[config.mk]
export PLATFORM = sky130hd
export DESIGN_NAME = recv_session_ctrl
export DESIGN_NICKNAME = d
export VERILOG_FILES = /design/src/rtl/recv_session_ctrl_pkg.sv /design/src/rtl/recv_session_ctrl_sat_counter.sv /design/src/rtl/recv_session_ctrl.sv
export SDC_FILE = /design/constraint.sdc
export NUM_CORES = 1
export LEC_CHECK = 0
export CORE_ASPECT_RATIO = 0.8
export CORE_MARGIN = 2
export CORE_UTILIZATION = 55
export CTS_CLUSTER_DIAMETER = 50
export DETAILED_ROUTE_END_ITERATION = 16
export PLACE_DENSITY_LB_ADDON = 0.2
export SLEW_MARGIN = 30
export SYNTH_ARGS = -nofsm -noshare
export SYNTH_HDL_FRONTEND = slang
export SYNTH_SLANG_ARGS = --single-unit
[constraint.sdc]
create_clock -name m_axis_aclk -period 16.9 [get_ports m_axis_aclk]
set_clock_uncertainty 0.2 [all_clocks]
set_input_delay 5.07 -clock m_axis_aclk [delete_from_list [all_inputs] [get_ports m_axis_aclk]]
set_output_delay 5.07 -clock m_axis_aclk [all_outputs]
set_load 0.05 [all_outputs]
[src/rtl/recv_session_ctrl_pkg.sv]
// Shared definitions for the PAICORE receive-session controller:
// session state encoding and default counter widths.
package recv_session_ctrl_pkg;

  localparam int FRAME_W_DEF = 32;
  localparam int TMO_W_DEF   = 32;

  typedef enum logic [1:0] {
    ST_IDLE  = 2'd0,
    ST_RECV  = 2'd1,
    ST_DRAIN = 2'd2,
    ST_DONE  = 2'd3
  } recv_state_e;

endpackage

[src/rtl/recv_session_ctrl_sat_counter.sv]
// Saturating up-counter with synchronous clear; clear has priority over increment.
module sat_counter #(
  parameter int W = 32
) (
  input  logic         clk_i,
  input  logic         rst_i,
  input  logic         clr_i,
  input  logic         inc_i,
  output logic [W-1:0] count_o
);

  logic [W-1:0] count_q, count_d;

  always_comb begin
    count_d = count_q;
    if (clr_i) begin
      count_d = '0;
    end else if (inc_i && (count_q != '1)) begin
      count_d = count_q + W'(1);
    end
  end

  always_ff @(posedge clk_i) begin
    if (rst_i) begin
      count_q <= '0;
    end else begin
      count_q <= count_d;
    end
  end

  assign count_o = count_q;

endmodule

[src/rtl/recv_session_ctrl.sv]
// Receive-session controller: arms/disarms the receive chain, counts frames at
// both ends, and ends a session on frame target, rx_done, idle timeout or abort.
module recv_session_ctrl
  import recv_session_ctrl_pkg::*;
#(
  parameter int FRAME_W = FRAME_W_DEF,
  parameter int TMO_W   = TMO_W_DEF
) (
  input  logic               m_axis_aclk,
  input  logic               m_axis_areset,
  input  logic               start,
  input  logic               abort,
  input  logic [FRAME_W-1:0] cfg_frame_num,
  input  logic [TMO_W-1:0]   cfg_timeout,
  input  logic               snn_out_hsked,
  input  logic               read_hsked,
  input  logic               rx_done,
  output logic               o_rx_rcving,
  output logic               o_recv_busy,
  output logic               o_recv_done,
  output logic [FRAME_W-1:0] oFrameNumMax,
  output logic [FRAME_W-1:0] rcv_count,
  output logic [FRAME_W-1:0] out_count,
  output logic               sts_timeout,
  output logic               sts_abort,
  output recv_state_e        dbg_state
);

  // snn_out_hsked and read_hsked are single-cycle strobes: each high cycle
  // means exactly one frame was accepted (valid && ready) that cycle.

  recv_state_e        state_q, state_d;
  logic               rcving_q, rcving_d;
  logic               busy_q, busy_d;
  logic               done_q, done_d;
  logic [FRAME_W-1:0] frame_max_q, frame_max_d;
  logic [TMO_W-1:0]   tmo_limit_q, tmo_limit_d;
  logic               sts_timeout_q, sts_timeout_d;
  logic               sts_abort_q, sts_abort_d;

  logic [TMO_W-1:0]   idle_cnt;
  logic [FRAME_W:0]   rcv_sum, out_sum;
  logic [FRAME_W-1:0] drain_tgt;
  logic               active, any_hs, start_acc;
  logic               frame_hit, drain_hit, tmo_fire;
  logic               leave_recv, idle_clr, idle_inc;

  assign active    = (state_q == ST_RECV) || (state_q == ST_DRAIN);
  assign any_hs    = snn_out_hsked || read_hsked;
  assign start_acc = (state_q == ST_IDLE) && start && !abort;

  // Sums include this cycle's handshake so the exit cycle sees its own frame.
  assign rcv_sum   = {1'b0, rcv_count} + {{FRAME_W{1'b0}}, snn_out_hsked};
  assign out_sum   = {1'b0, out_count} + {{FRAME_W{1'b0}}, read_hsked};
  assign frame_hit = (frame_max_q != '0) && (rcv_sum >= {1'b0, frame_max_q});
  assign drain_tgt = (frame_max_q != '0) ? frame_max_q : rcv_count;
  assign drain_hit = out_sum >= {1'b0, drain_tgt};
  assign tmo_fire  = active && (tmo_limit_q != '0) && !any_hs &&
                     (idle_cnt == tmo_limit_q - TMO_W'(1));

  // The idle window restarts on entering DRAIN so the drain gets a full timeout.
  assign leave_recv = (state_q == ST_RECV) && (state_d != ST_RECV);
  assign idle_clr   = !active || any_hs || leave_recv;
  assign idle_inc   = active && !any_hs;

  sat_counter #(.W(FRAME_W)) u_rcv_cnt (
    .clk_i   (m_axis_aclk),
    .rst_i   (m_axis_areset),
    .clr_i   (start_acc),
    .inc_i   (active && snn_out_hsked),
    .count_o (rcv_count)
  );

  sat_counter #(.W(FRAME_W)) u_out_cnt (
    .clk_i   (m_axis_aclk),
    .rst_i   (m_axis_areset),
    .clr_i   (start_acc),
    .inc_i   (active && read_hsked),
    .count_o (out_count)
  );

  sat_counter #(.W(TMO_W)) u_idle_cnt (
    .clk_i   (m_axis_aclk),
    .rst_i   (m_axis_areset),
    .clr_i   (idle_clr),
    .inc_i   (idle_inc),
    .count_o (idle_cnt)
  );

  always_ff @(posedge m_axis_aclk) begin
    if (m_axis_areset) begin
      state_q       <= ST_IDLE;
      rcving_q      <= 1'b0;
      busy_q        <= 1'b0;
      done_q        <= 1'b0;
      frame_max_q   <= '0;
      tmo_limit_q   <= '0;
      sts_timeout_q <= 1'b0;
      sts_abort_q   <= 1'b0;
    end else begin
      state_q       <= state_d;
      rcving_q      <= rcving_d;
      busy_q        <= busy_d;
      done_q        <= done_d;
      frame_max_q   <= frame_max_d;
      tmo_limit_q   <= tmo_limit_d;
      sts_timeout_q <= sts_timeout_d;
      sts_abort_q   <= sts_abort_d;
    end
  end

  // Abort is checked first in every active state so it beats all other exits.
  always_comb begin
    state_d = state_q;
    case (state_q)
      ST_IDLE:  if (start_acc) state_d = ST_RECV;
      ST_RECV: begin
        if (abort)                               state_d = ST_IDLE;
        else if (frame_hit || rx_done || tmo_fire) state_d = ST_DRAIN;
      end
      ST_DRAIN: begin
        if (abort)                      state_d = ST_IDLE;
        else if (drain_hit || tmo_fire) state_d = ST_DONE;
      end
      ST_DONE:  state_d = ST_IDLE;
      default:  state_d = ST_IDLE;
    endcase
  end

  // Outputs are decoded from the next state and registered alongside it.
  always_comb begin
    rcving_d = (state_d == ST_RECV);
    busy_d   = (state_d == ST_RECV) || (state_d == ST_DRAIN);
    done_d   = (state_d == ST_DONE);
  end

  always_comb begin
    frame_max_d   = frame_max_q;
    tmo_limit_d   = tmo_limit_q;
    sts_timeout_d = sts_timeout_q;
    sts_abort_d   = sts_abort_q;
    if (start_acc) begin
      frame_max_d   = cfg_frame_num;
      tmo_limit_d   = cfg_timeout;
      sts_timeout_d = 1'b0;
      sts_abort_d   = 1'b0;
    end else if (abort && (state_q != ST_IDLE)) begin
      sts_abort_d = 1'b1;
    end else if ((state_q == ST_RECV) && tmo_fire && !frame_hit && !rx_done) begin
      sts_timeout_d = 1'b1;
    end else if ((state_q == ST_DRAIN) && tmo_fire && !drain_hit) begin
      sts_timeout_d = 1'b1;
    end
  end

  assign o_rx_rcving  = rcving_q;
  assign o_recv_busy  = busy_q;
  assign o_recv_done  = done_q;
  assign oFrameNumMax = frame_max_q;
  assign sts_timeout  = sts_timeout_q;
  assign sts_abort    = sts_abort_q;
  assign dbg_state    = state_q;

endmodule

==> metrics.txt <==
status=completed; Final Setup Violations=0; Hold Buf Count CTS=0; maximum number of pins on one net before global-route repair=between 70 and 80; Slew @ Worst Pin=slightly below 0.8 ns; root buffer cell=clkbuf_16; initial antenna violation count=0; Inserted Clock Buffers=17; total clock sinks=about 170; Rows=between 40 and 50; Worst path slowest cell=o41ai_1; # IOs=approximately 170; Finished Core Util=0.6816; Leakage=just under 5 nW; share of synthesized registers carrying an async set or reset=0; GRT Total Usage=0.3202; P per Cell Area=between 70 and 80 mW/mm^2; Final TNS setup=0 ns; synthesized instance count=1476; synth warn=0; area leader, netlist=dfxtp_1; HPWL after detailed placement=approximately 26 mm; FMAX=roughly 0.095 GHz; sequential share of the synthesized area=0.3018; number of global-route vias before repair=9739; Bufs and invs on worst path=2; clk_lat worst skew=~0.44 ns; IR drop worst, VDD=approximately 0.047 mV; Mapped Area=around 0.011 mm^2; DR pass1 iterations=5; global-route wire length before repair=approximately 53 mm; Core ar.=between 0.015 and 0.02 mm^2; fill count=~1700; fraction of layout instances using a drive strength above 1=0.03786; CP peak stage delay=approximately 0.67 ns; Tcrit/Tclk final=0.6245; Final min period=10.55 ns; synthesized area per cell=7.506 um^2; endpoints failing hold=0; DR iter-0 viols=about 1100; Critical Path End Type=register; total wire length=around 34 mm; die height=between 100 and 150 um; Netlist cell types=between 60 and 70; Slew headroom=0.4767; critical path fanouts, max=32; number of synthesized register bits=around 170; area grow syn2layout=21.82%; Final #Nets=between 1500 and 2000; Primary FF master, synth=dfxtp_1; CP cell instances=clkdlybuf4s50_1 -> ha_1 -> ha_1 -> nand3_1 -> nor3_1 -> nand3_1 -> nor2_1 -> nand2_1 -> xnor2_1 -> ha_1 -> nand2_1 -> o21ai_0 -> a211oi_1 -> o21ai_0 -> a211oi_1 -> o41ai_1 -> nor3_1 -> a21oi_1 -> a211oi_1 -> ha_1 -> inv_1 -> a21oi_1 -> nand2_2 -> nor2_1; routability cong.=slightly below 1; starting density of the core=0.5595; gr ovfl total=0; Worst R2R Setup Slack=between 10 and 15 ns; RSZ-0062 raised after global routing=false; CTS tree=built; worst setup path category=in -> reg; area share of the largest cell type after synthesis=0.3018; ranking of synthesized cells by area=dfxtp_1, ha_1, nand2_1, a21oi_1, xnor2_1; max_cap viols=0; critical path's most frequent cell=ha_1; DRT antenna net count=0; Worst R2R Path Depth=23; Post-synth EDFFs=0; Die Wd=~160 um; worst hold stages=2; Worst EP arrival=10.65 ns; Die ar.=between 0.02 and 0.025 mm^2; CTS resizes=0; Vias=about 11000; CP Launch Type=input pin; worst endpoint required time=roughly 17 ns; Hold Path Class=reg -> reg; post-CTS setup buffers=0; DRC viols=0; Mapped Nets=between 1500 and 2000; CTS max path bufs=2; final count of pins violating max slew=0; PortBufs=173; htree depth=4; mean number of vias per cell=slightly below 6; Clock transition at path regs=0.07 ns; CP delay by family, top=simple AND/OR/NAND/NOR gates; critical path depth in cells=24; Avg WL per Cell=~18 um
## routing by layer
metal	global-route usage	routed length, um
met5	0	0
met1	0.5080	16820
met4	0.08017	524
met3	0.07071	3715
met2	0.4273	13280
## path summary, 6_finish.rpt
kind | endpoint | startpoint
min reg2reg | sts_timeout | sts_timeout
min | sts_timeout | sts_timeout
max | u_idle_cnt.count_o[2] | snn_out_hsked
max reg2reg | u_idle_cnt.count_o[2] | u_rcv_cnt.count_o[0]
## where the power goes
part	total, W	internal, W	switching (W)
clock	0.000404	0.000229	0.000175
sequential	0.000416	0.000401	0.0000149
combinational	0.000145	0.0000585	0.0000865
total	0.000964	0.000688	0.000276
## flip-flops by register name (all words and copies together), names as in the netlist
| register | count |
|---|---|
| oFrameNumMax | 32 |
| tmo_limit_q | 32 |
| u_idle_cnt.count_o | 32 |
| u_out_cnt.count_o | 32 |
| u_rcv_cnt.count_o | 32 |
| dbg_state | 2 |
| o_recv_busy | 1 |
| o_recv_done | 1 |
| o_rx_rcving | 1 |
| sts_abort | 1 |
| sts_timeout | 1 |
## tightest hold or removal path, delay by kind of cell, from the launching register on
kind / cells / cell delay [ns]
compound gates: 1 / 0.05
buf+inv: 1 / 0.06
flops: 1 / 0.34
## synth_stat cells (6+ instances only)
cell	number
and2_1	11
and4_1	8
xor2_1	86
clkbuf_1	67
or3_1	28
nand2_1	227
o2111ai_1	7
nand3_1	62
nand2b_1	9
nor3_1	27
buf_1	6
dfxtp_1	167
and3_1	19
ha_1	77
o21ai_0	43
inv_1	61
xnor2_1	86
or4_1	10
nor2_1	145
nand4_1	54
nor4_1	29
nor2b_1	11
a21oi_1	153
## cells by family after synthesis
kind of cell             share of synthesized area
AND/OR/NAND/NOR                             0.2941
AO/OA/AOI/OAI                               0.1292
XOR/XNOR                                    0.1360
flip-flops                                  0.3018
buffers and inverters                      0.04732
adder cells (fa/ha/maj)                    0.08697
multiplexers                              0.004631
## placed cells by master, fill, tap and decap left out, drive strengths merged, types with 5 or more instances in the layout
cell type,Yosys,final
nand2b,9,9
xnor2,86,86
o2111ai,7,7
inv,61,66
nor2b,11,11
and4,8,8
or4,11,11
buf,9,7
dfxtp,167,167
nand4,54,54
and3,19,19
a31oi,5,5
nor3,28,28
ha,77,77
clkdlybuf4s50,0,172
o21ai,45,45
nor2,146,146
nor4,34,34
a21o,5,5
or3,28,28
nand2,228,228
and2,12,12
clkbuf,67,21
xor2,86,86
a21oi,153,153
nand3,62,62
## area by class of cell
cell class / count / area (um^2) / share of cell area
multi-input cells: 1172 / 7222 / 0.5351
flip-flops and latches: 167 / 3343 / 0.2477
repair buffers: 179 / 1772 / 0.1313
clock buffers: 21 / 460.4 / 0.03412
well taps: 264 / 330.3 / 0.02448
inverters: 61 / 229.0 / 0.01697
clock inverters: 11 / 136.4 / 0.01011
diodes: 1 / 2.502 / 0.0001854
## through the flow
step	cells	setup WS (ns)	total power [W]	instance area, um^2	hold WS, ns
after floorplan	1476	7.374	0.0005127	11080	0.2627
after global placement	1843	5.930	0.0005637	12890	0.2767
after detailed placement	1843	6.074	0.0005658	12900	0.2831
after CTS	1875	6.521	0.0009672	13490	0.2917
after global routing	1875	5.843	0.0009977	13490	0.3140
final	1876	6.346	0.0009644	13500	0.2895
Power figures use the tool's default switching activity.
